## src/rtl/cs161_ctrl_pkg.sv

```systemverilog
// Shared encodings for the multicycle control unit: FSM states, opcodes,
// R-type function codes and ALU control codes.
package cs161_ctrl_pkg;

    typedef enum logic [2:0] {
        S_FETCH  = 3'd0,
        S_DECODE = 3'd1,
        S_EXEC   = 3'd2,
        S_MEM    = 3'd3,
        S_WB     = 3'd4,
        S_HALT   = 3'd5
    } state_t;

    localparam logic [5:0] OP_RTYPE = 6'b000000;
    localparam logic [5:0] OP_LW    = 6'b100011;
    localparam logic [5:0] OP_SW    = 6'b101011;
    localparam logic [5:0] OP_BEQ   = 6'b000100;
    localparam logic [5:0] OP_ADDI  = 6'b001000;
    localparam logic [5:0] OP_SLTI  = 6'b001010;

    localparam logic [5:0] FN_ADD = 6'b100000;
    localparam logic [5:0] FN_SUB = 6'b100010;
    localparam logic [5:0] FN_AND = 6'b100100;
    localparam logic [5:0] FN_OR  = 6'b100101;
    localparam logic [5:0] FN_NOR = 6'b100111;
    localparam logic [5:0] FN_SLT = 6'b101010;

    localparam logic [3:0] ALU_AND = 4'b0000;
    localparam logic [3:0] ALU_OR  = 4'b0001;
    localparam logic [3:0] ALU_ADD = 4'b0010;
    localparam logic [3:0] ALU_SUB = 4'b0110;
    localparam logic [3:0] ALU_SLT = 4'b0111;
    localparam logic [3:0] ALU_NOR = 4'b1100;

    // True when the opcode (and, for R-type, the function field) is supported.
    function automatic logic is_legal(input logic [5:0] op, input logic [5:0] fn);
        logic ok;
        ok = 1'b0;
        case (op)
            OP_RTYPE: begin
                case (fn)
                    FN_ADD, FN_SUB, FN_AND, FN_OR, FN_NOR, FN_SLT: ok = 1'b1;
                    default:                                      ok = 1'b0;
                endcase
            end
            OP_LW, OP_SW, OP_BEQ, OP_ADDI, OP_SLTI: ok = 1'b1;
            default:                                 ok = 1'b0;
        endcase
        return ok;
    endfunction

endpackage

```

## src/rtl/cs161_alu_decode.sv

```systemverilog
// Maps the latched opcode/function pair to the 4-bit ALU control code.
module cs161_alu_decode
    import cs161_ctrl_pkg::*;
(
    input  logic [5:0] op,
    input  logic [5:0] funct,
    output logic [3:0] alu_op
);

    // Pure lookup; unsupported encodings never reach EXEC, so ADD is a safe default.
    always_comb begin
        alu_op = ALU_ADD;
        case (op)
            OP_RTYPE: begin
                case (funct)
                    FN_ADD:  alu_op = ALU_ADD;
                    FN_SUB:  alu_op = ALU_SUB;
                    FN_AND:  alu_op = ALU_AND;
                    FN_OR:   alu_op = ALU_OR;
                    FN_NOR:  alu_op = ALU_NOR;
                    FN_SLT:  alu_op = ALU_SLT;
                    default: alu_op = ALU_ADD;
                endcase
            end
            OP_LW, OP_SW, OP_ADDI: alu_op = ALU_ADD;
            OP_BEQ:                alu_op = ALU_SUB;
            OP_SLTI:               alu_op = ALU_SLT;
            default:               alu_op = ALU_ADD;
        endcase
    end

endmodule

```

## src/rtl/cs161_mc_control.sv

```systemverilog
// Multicycle MIPS-subset control unit: FETCH/DECODE/EXEC/MEM/WB sequencing,
// memory wait timeout, sticky fault and a retired-instruction counter.
module cs161_mc_control
    import cs161_ctrl_pkg::*;
#(
    parameter int TIMEOUT_CYCLES = 15
) (
    input  logic        clk,
    input  logic        rst,
    input  logic [5:0]  instr_op,
    input  logic [5:0]  funct,
    input  logic        mem_ready,
    output logic        reg_dst,
    output logic        branch,
    output logic        mem_read,
    output logic        mem_to_reg,
    output logic        mem_write,
    output logic        alu_src,
    output logic        reg_write,
    output logic [3:0]  alu_op,
    output logic        pc_write,
    output logic        ir_write,
    output logic [2:0]  state_out,
    output logic        fault,
    output logic [31:0] retired
);

    // The counter holds the number of earlier stalled cycles in the current
    // wait, so the cycle that would be stall number TIMEOUT_CYCLES is the one
    // where the count equals TIMEOUT_CYCLES-1 and mem_ready is still low.
    localparam logic [7:0] WAIT_LAST = 8'(TIMEOUT_CYCLES - 1);

    state_t      state_reg, state_next;
    logic [5:0]  op_reg, funct_reg;
    logic [7:0]  wait_reg, wait_next;
    logic        fault_reg;
    logic [31:0] retired_reg;
    logic [3:0]  dec_alu_op;
    logic        is_rtype, is_lw, is_sw, is_beq, uses_imm;
    logic        timeout;

    cs161_alu_decode u_alu_decode (
        .op     (op_reg),
        .funct  (funct_reg),
        .alu_op (dec_alu_op)
    );

    assign is_rtype = (op_reg == OP_RTYPE);
    assign is_lw    = (op_reg == OP_LW);
    assign is_sw    = (op_reg == OP_SW);
    assign is_beq   = (op_reg == OP_BEQ);
    assign uses_imm = is_lw | is_sw | (op_reg == OP_ADDI) | (op_reg == OP_SLTI);
    assign timeout  = !mem_ready && (wait_reg == WAIT_LAST);

    // Next state and datapath controls; everything is forced low while reset is held.
    always_comb begin
        state_next = state_reg;
        reg_dst    = 1'b0;
        branch     = 1'b0;
        mem_read   = 1'b0;
        mem_to_reg = 1'b0;
        mem_write  = 1'b0;
        alu_src    = 1'b0;
        reg_write  = 1'b0;
        alu_op     = 4'b0000;
        pc_write   = 1'b0;
        ir_write   = 1'b0;
        case (state_reg)
            S_FETCH: begin
                mem_read = 1'b1;
                if (mem_ready) begin
                    ir_write   = 1'b1;
                    state_next = S_DECODE;
                end else if (timeout) begin
                    state_next = S_HALT;
                end
            end
            S_DECODE: begin
                state_next = is_legal(instr_op, funct) ? S_EXEC : S_HALT;
            end
            S_EXEC: begin
                alu_op  = dec_alu_op;
                alu_src = uses_imm;
                reg_dst = is_rtype;
                if (is_beq) begin
                    branch     = 1'b1;
                    pc_write   = 1'b1;
                    state_next = S_FETCH;
                end else if (is_lw || is_sw) begin
                    state_next = S_MEM;
                end else begin
                    state_next = S_WB;
                end
            end
            S_MEM: begin
                if (is_lw) begin
                    mem_read = 1'b1;
                    if (mem_ready) state_next = S_WB;
                end else begin
                    mem_write = 1'b1;
                    if (mem_ready) begin
                        pc_write   = 1'b1;
                        state_next = S_FETCH;
                    end
                end
                if (timeout) state_next = S_HALT;
            end
            S_WB: begin
                reg_write  = 1'b1;
                pc_write   = 1'b1;
                mem_to_reg = is_lw;
                alu_op     = dec_alu_op;
                alu_src    = uses_imm;
                reg_dst    = is_rtype;
                state_next = S_FETCH;
            end
            S_HALT:  state_next = S_HALT;
            default: state_next = S_HALT;
        endcase
        if (!rst) begin
            reg_dst    = 1'b0;
            branch     = 1'b0;
            mem_read   = 1'b0;
            mem_to_reg = 1'b0;
            mem_write  = 1'b0;
            alu_src    = 1'b0;
            reg_write  = 1'b0;
            alu_op     = 4'b0000;
            pc_write   = 1'b0;
            ir_write   = 1'b0;
        end
    end

    // Count consecutive stalled cycles; any state change or ready clears it.
    always_comb begin
        wait_next = 8'd0;
        if ((state_reg == S_FETCH || state_reg == S_MEM) && !mem_ready &&
            state_next == state_reg) begin
            wait_next = wait_reg + 8'd1;
        end
    end

    // State, latched instruction fields, sticky fault and retire counter.
    always_ff @(posedge clk or negedge rst) begin
        if (!rst) begin
            state_reg   <= S_FETCH;
            op_reg      <= 6'd0;
            funct_reg   <= 6'd0;
            wait_reg    <= 8'd0;
            fault_reg   <= 1'b0;
            retired_reg <= 32'd0;
        end else begin
            state_reg <= state_next;
            wait_reg  <= wait_next;
            if (state_reg == S_DECODE) begin
                op_reg    <= instr_op;
                funct_reg <= funct;
            end
            if (state_next == S_HALT) fault_reg <= 1'b1;
            if (pc_write) retired_reg <= retired_reg + 32'd1;
        end
    end

    assign state_out = state_reg;
    assign fault     = fault_reg;
    assign retired   = retired_reg;

endmodule

```

## config.mk

```make
export PLATFORM = sky130hd
export DESIGN_NAME = cs161_mc_control
export DESIGN_NICKNAME = d
export VERILOG_FILES = /design/src/rtl/cs161_ctrl_pkg.sv /design/src/rtl/cs161_alu_decode.sv /design/src/rtl/cs161_mc_control.sv
export SDC_FILE = /design/constraint.sdc
export NUM_CORES = 1
export LEC_CHECK = 0
export CAP_MARGIN = 20
export CORE_MARGIN = 5
export CORE_UTILIZATION = 44
export CTS_CLUSTER_DIAMETER = 120
export DETAILED_ROUTE_END_ITERATION = 7
export DONT_BUFFER_PORTS = 1
export GPL_TIMING_DRIVEN = 0
export SLEW_MARGIN = 20
export SYNTH_ARGS = -nofsm -noshare
export SYNTH_HDL_FRONTEND = slang
export SYNTH_HIERARCHICAL = 1
export SYNTH_SLANG_ARGS = --single-unit
```

## constraint.sdc

```tcl
create_clock -name clk -period 4.44 [get_ports clk]
set_input_delay 0.444 -clock clk [delete_from_list [all_inputs] [get_ports clk]]
set_output_delay 0.444 -clock clk [all_outputs]
set_load 0.02 [all_outputs]
```

==> results.txt <==
The run finished, with violations left. The checks that failed: hold timing. Power spread over the standard cell area amounts to 445 nW/um2. The total routed wire length on the met1 layer was 2750 um. Clock skew on the completed layout was measured at 0.00607 ns.

Synthesis instantiated 53 different standard cells from the library. The flip-flop count of the largest register after layout works out to 32. The critical path goes through or4_4, o41a_1, nand2_1, clkbuf_1. Entering global routing, the biggest net connects 57 pins. The starting density of the core is 45.8%.

The worst register-to-register path ends at retired[20]. In the synthesized netlist the dominant register cell turns out to be dfrtp_1. After detailed routing, the met2 layer carries 2860 um of wire. The final core utilization is 49.2%. The achievable clock frequency came out at 328 MHz. The tools report the detailed placement HPWL as 4600 um. STA classifies the critical path startpoint as a flip-flop.

The tools report the worst IR drop on VDD as 0.000191 V. In this run the critical register-to-register path is launched from op_reg[1]. The logs give 4.00 ns for the worst path required time and 2960 um2 for the cell area after synthesis. In the routed layout, each cell is associated on average with a via count of 5.77.

After detailed routing, the number of remaining DRC violations is 0. The filler cells instantiated in the layout total 643. In this run the tightest slew margin relative to its limit is 39.0%. The shortest clock period the worst path allows after layout works out to 3.05 ns.

TritonCTS built the clock tree. Measured along the x axis, the die boundary spans 92.0 um. The H-tree was split into 2 levels. Setup repair after global routing left no endpoint under its margin. From synthesis to final layout, the design area changed by 7.44%. For the number of resized instances in the post-cts repair step, the log shows 0. The run gives 56 as the count of clock tree sinks. The tool flagged a number of max-cap violations equal to 0.

The overall die height works out to 92.0 um. The worst register-to-register path has a depth of 6. The via count of the first global-routing pass is 2081.

TritonCTS created 5 clock buffers. Final-layout worst hold slack: -0.000930 ns. The Yosys step of the flow raised 6 warnings. At the later pin of the worst-skew pair, clock insertion delay measures 0.29 ns.

The clock passes through at most 2 buffers. The clock transition at the register clock pins on the worst setup and hold paths after CTS is 0.09 ns. The worst endpoint data arrival time came out at 2.61 ns. The actual slew at the worst max-slew pin was 0.907 ns. Sequential elements use 47.3% of the synthesized area. After global routing the overflow that remains totals 0. The number of instances in the synthesized netlist came out at 282.

The post-route netlist has 10.0% of its cells at a drive strength greater than 1. The final period utilization was 68.7%. The highest metal layer with signal wires was met4. The final number of hold-violating endpoints is 1, and the number of synthesized register bits is 56. The setup TNS after final layout was 0 ns; the total die area was 8470 um2.

Summed over all cells, the static leakage comes to 1.30 nW. The tree is rooted in a clkbuf_8. The highest net fanout along the worst path was 10; the routability congestion estimate was 0.791. The count of TritonRoute iterations in the first routing pass came out at 4.

Type of the tightest min-delay check: in -> async. The number of I/O pins was 64; the slack of the worst reg-to-reg path was 1.65 ns. After detailed routing, the average wire length per cell comes to 16.9 um.

For this block, the via count after detailed routing is 2118. The post-CTS setup repair buffer count was 0. The worst setup path is captured at an output pin. Final-stage net count: 308. The detail route stage leaves a number of antenna-violating nets equal to 0. The average instance in the mapped netlist occupies 10.5 um2.

After floorplanning, the core was divided into 29 placement rows. In the synthesized netlist the async set-or-reset flop fraction comes to 100%. The logs give 0 for the final count of pins violating max slew and 10600 um for the first-pass GRT wire length.

The run gives 300 as the post-synth net total. For the number of antenna repair diodes, the log shows 0. The setup path with the least slack is of type reg -> out. Buffers placed on the I/O ports in this run total 0. The number of antenna violations at the first check in global routing is 0. The first routing iteration left 78 violations.

The number of enable flip-flop cells after synthesis is 0. The floorplan step defined a core boundary enclosing 6460 um2. Among all stages on the critical path, the largest delay is contributed by or4_4. Number of hold buffers added after CTS: 1. The delay of the slowest cell on the worst path is 0.59 ns, and the number of failing setup endpoints in the final timing report is 0. For the global routing usage summed across all routing layers, the log shows 15.4%. The amount of wire on met3 after detailed routing is 546 um.

Wires add up to 6200 um.
## report_power, final
part           internal [mW]  switching [mW]
Sequential             0.593           0.165
Combinational          0.176           0.187
Clock                  0.139           0.154
Total                  0.908           0.506
## metal layers
metal	vias up	global-route usage [%]
met5	-	0
met4	0	4.08
met3	4	6.14
met2	57	23.3
met1	1030	20.5
li1	1027	-
## final cells by class
cell class	instances	area [um2]	share of cell area (%)
buffer	8	31.3	0.983
timing repair buffer	1	27.5	0.865
multi-input combinational	208	1490	46.9
sequential	56	1400	44.1
clock buffer	7	96.3	3.03
tap	77	96.3	3.03
inverter	10	37.5	1.18
## synth_stat cells, types with 2 or more instances
master     count  area, um2
dfrtp_1       56       1400
xnor2_1       31        272
nand2_1       23       86.3
nor2_1        22       82.6
nand3_1       14       70.1
mux2_2        12        135
and3_1        10       62.6
inv_1         10       37.5
nand4_1       10       62.6
and2_1         8       50.1
o21ai_0        7       35.0
xor2_1         7       61.3
and4_1         6       52.6
clkbuf_1       6       22.5
nor3_1         6       30.0
ha_1           3       37.5
nor4_1         3       18.8
a2111oi_2      2       30.0
a21oi_1        2       10.0
a31oi_1        2       12.5
mux2i_1        2       20.0
nand2b_1       2       12.5
nand4b_1       2       17.5
nand4bb_1      2       22.5
nor4bb_1       2       20.0
o21a_1         2       15.0
o21ai_1        2       10.0
o21bai_1       2       15.0
or3_1          2       12.5
## stage by stage
stage | cell area [um2] | hold WS, ns | setup slack [ns] | total power [mW] | std cells
after floorplan | 2960 | 0.148 | 1.97 | 1.03 | 282
after global placement | 3060 | 0.150 | 1.64 | 1.11 | 359
after detailed placement | 3060 | 0.150 | 1.61 | 1.12 | 359
after CTS | 3180 | 0.00688 | 1.34 | 1.43 | 367
after global routing | 3180 | 0.00109 | 1.24 | 1.52 | 367
final | 3180 | -0.000930 | 1.39 | 1.41 | 367
## cell families after synthesis
group | synth area share [%]
adder cells (fa/ha/maj) | 1.27
multiplexers | 5.24
buffers and inverters | 2.32
AO/OA/AOI/OAI | 8.37
XOR/XNOR | 11.2
AND/OR/NAND/NOR | 24.2
flip-flops | 47.3
## how the worst max path moves through the flow
stage	startpoint	endpoint	slack [ns]	cells past startpoint
global placement	op_reg[1]	retired[20]	1.64	6
floorplan	op_reg[1]	retired[13]	1.97	6
CTS	op_reg[1]	pc_write	1.34	4
finish	op_reg[1]	pc_write	1.39	4
global route	op_reg[1]	pc_write	1.24	4
detailed placement	op_reg[1]	retired[20]	1.61	6
## critical path, delay by kind of cell, from the launching register on
kind                   cells  cell delay (ns)
buffers and inverters      1             0.53
AOI/OAI and AO/OA          1             0.51
DFF                        1             0.48
and+or+nand+nor            2             0.79
## layout by cell type, fill, tap and decap left out, types with 2 or more instances in the layout
cell       Yosys  final
dfrtp_1       56     56
xnor2_1       31     31
nand2_1       23     23
nor2_1        22     22
nand3_1       14     14
mux2_2        12     12
inv_1         10     10
and3_1        10     10
nand4_1       10     10
and2_1         8      8
o21ai_0        7      7
xor2_1         7      7
clkbuf_8       0      7
clkbuf_1       6      6
nor3_1         6      6
and4_1         6      6
nor4_1         3      3
ha_1           3      3
nand2b_1       2      2
a31oi_1        2      2
nand4b_1       2      2
mux2i_1        2      2
or3_1          2      2
o21bai_1       2      2
o21a_1         2      2
nand4bb_1      2      2
a21oi_1        2      2
a2111oi_2      2      2
o21ai_1        2      2
nor4bb_1       2      2
Power figures use the tool's default switching activity.
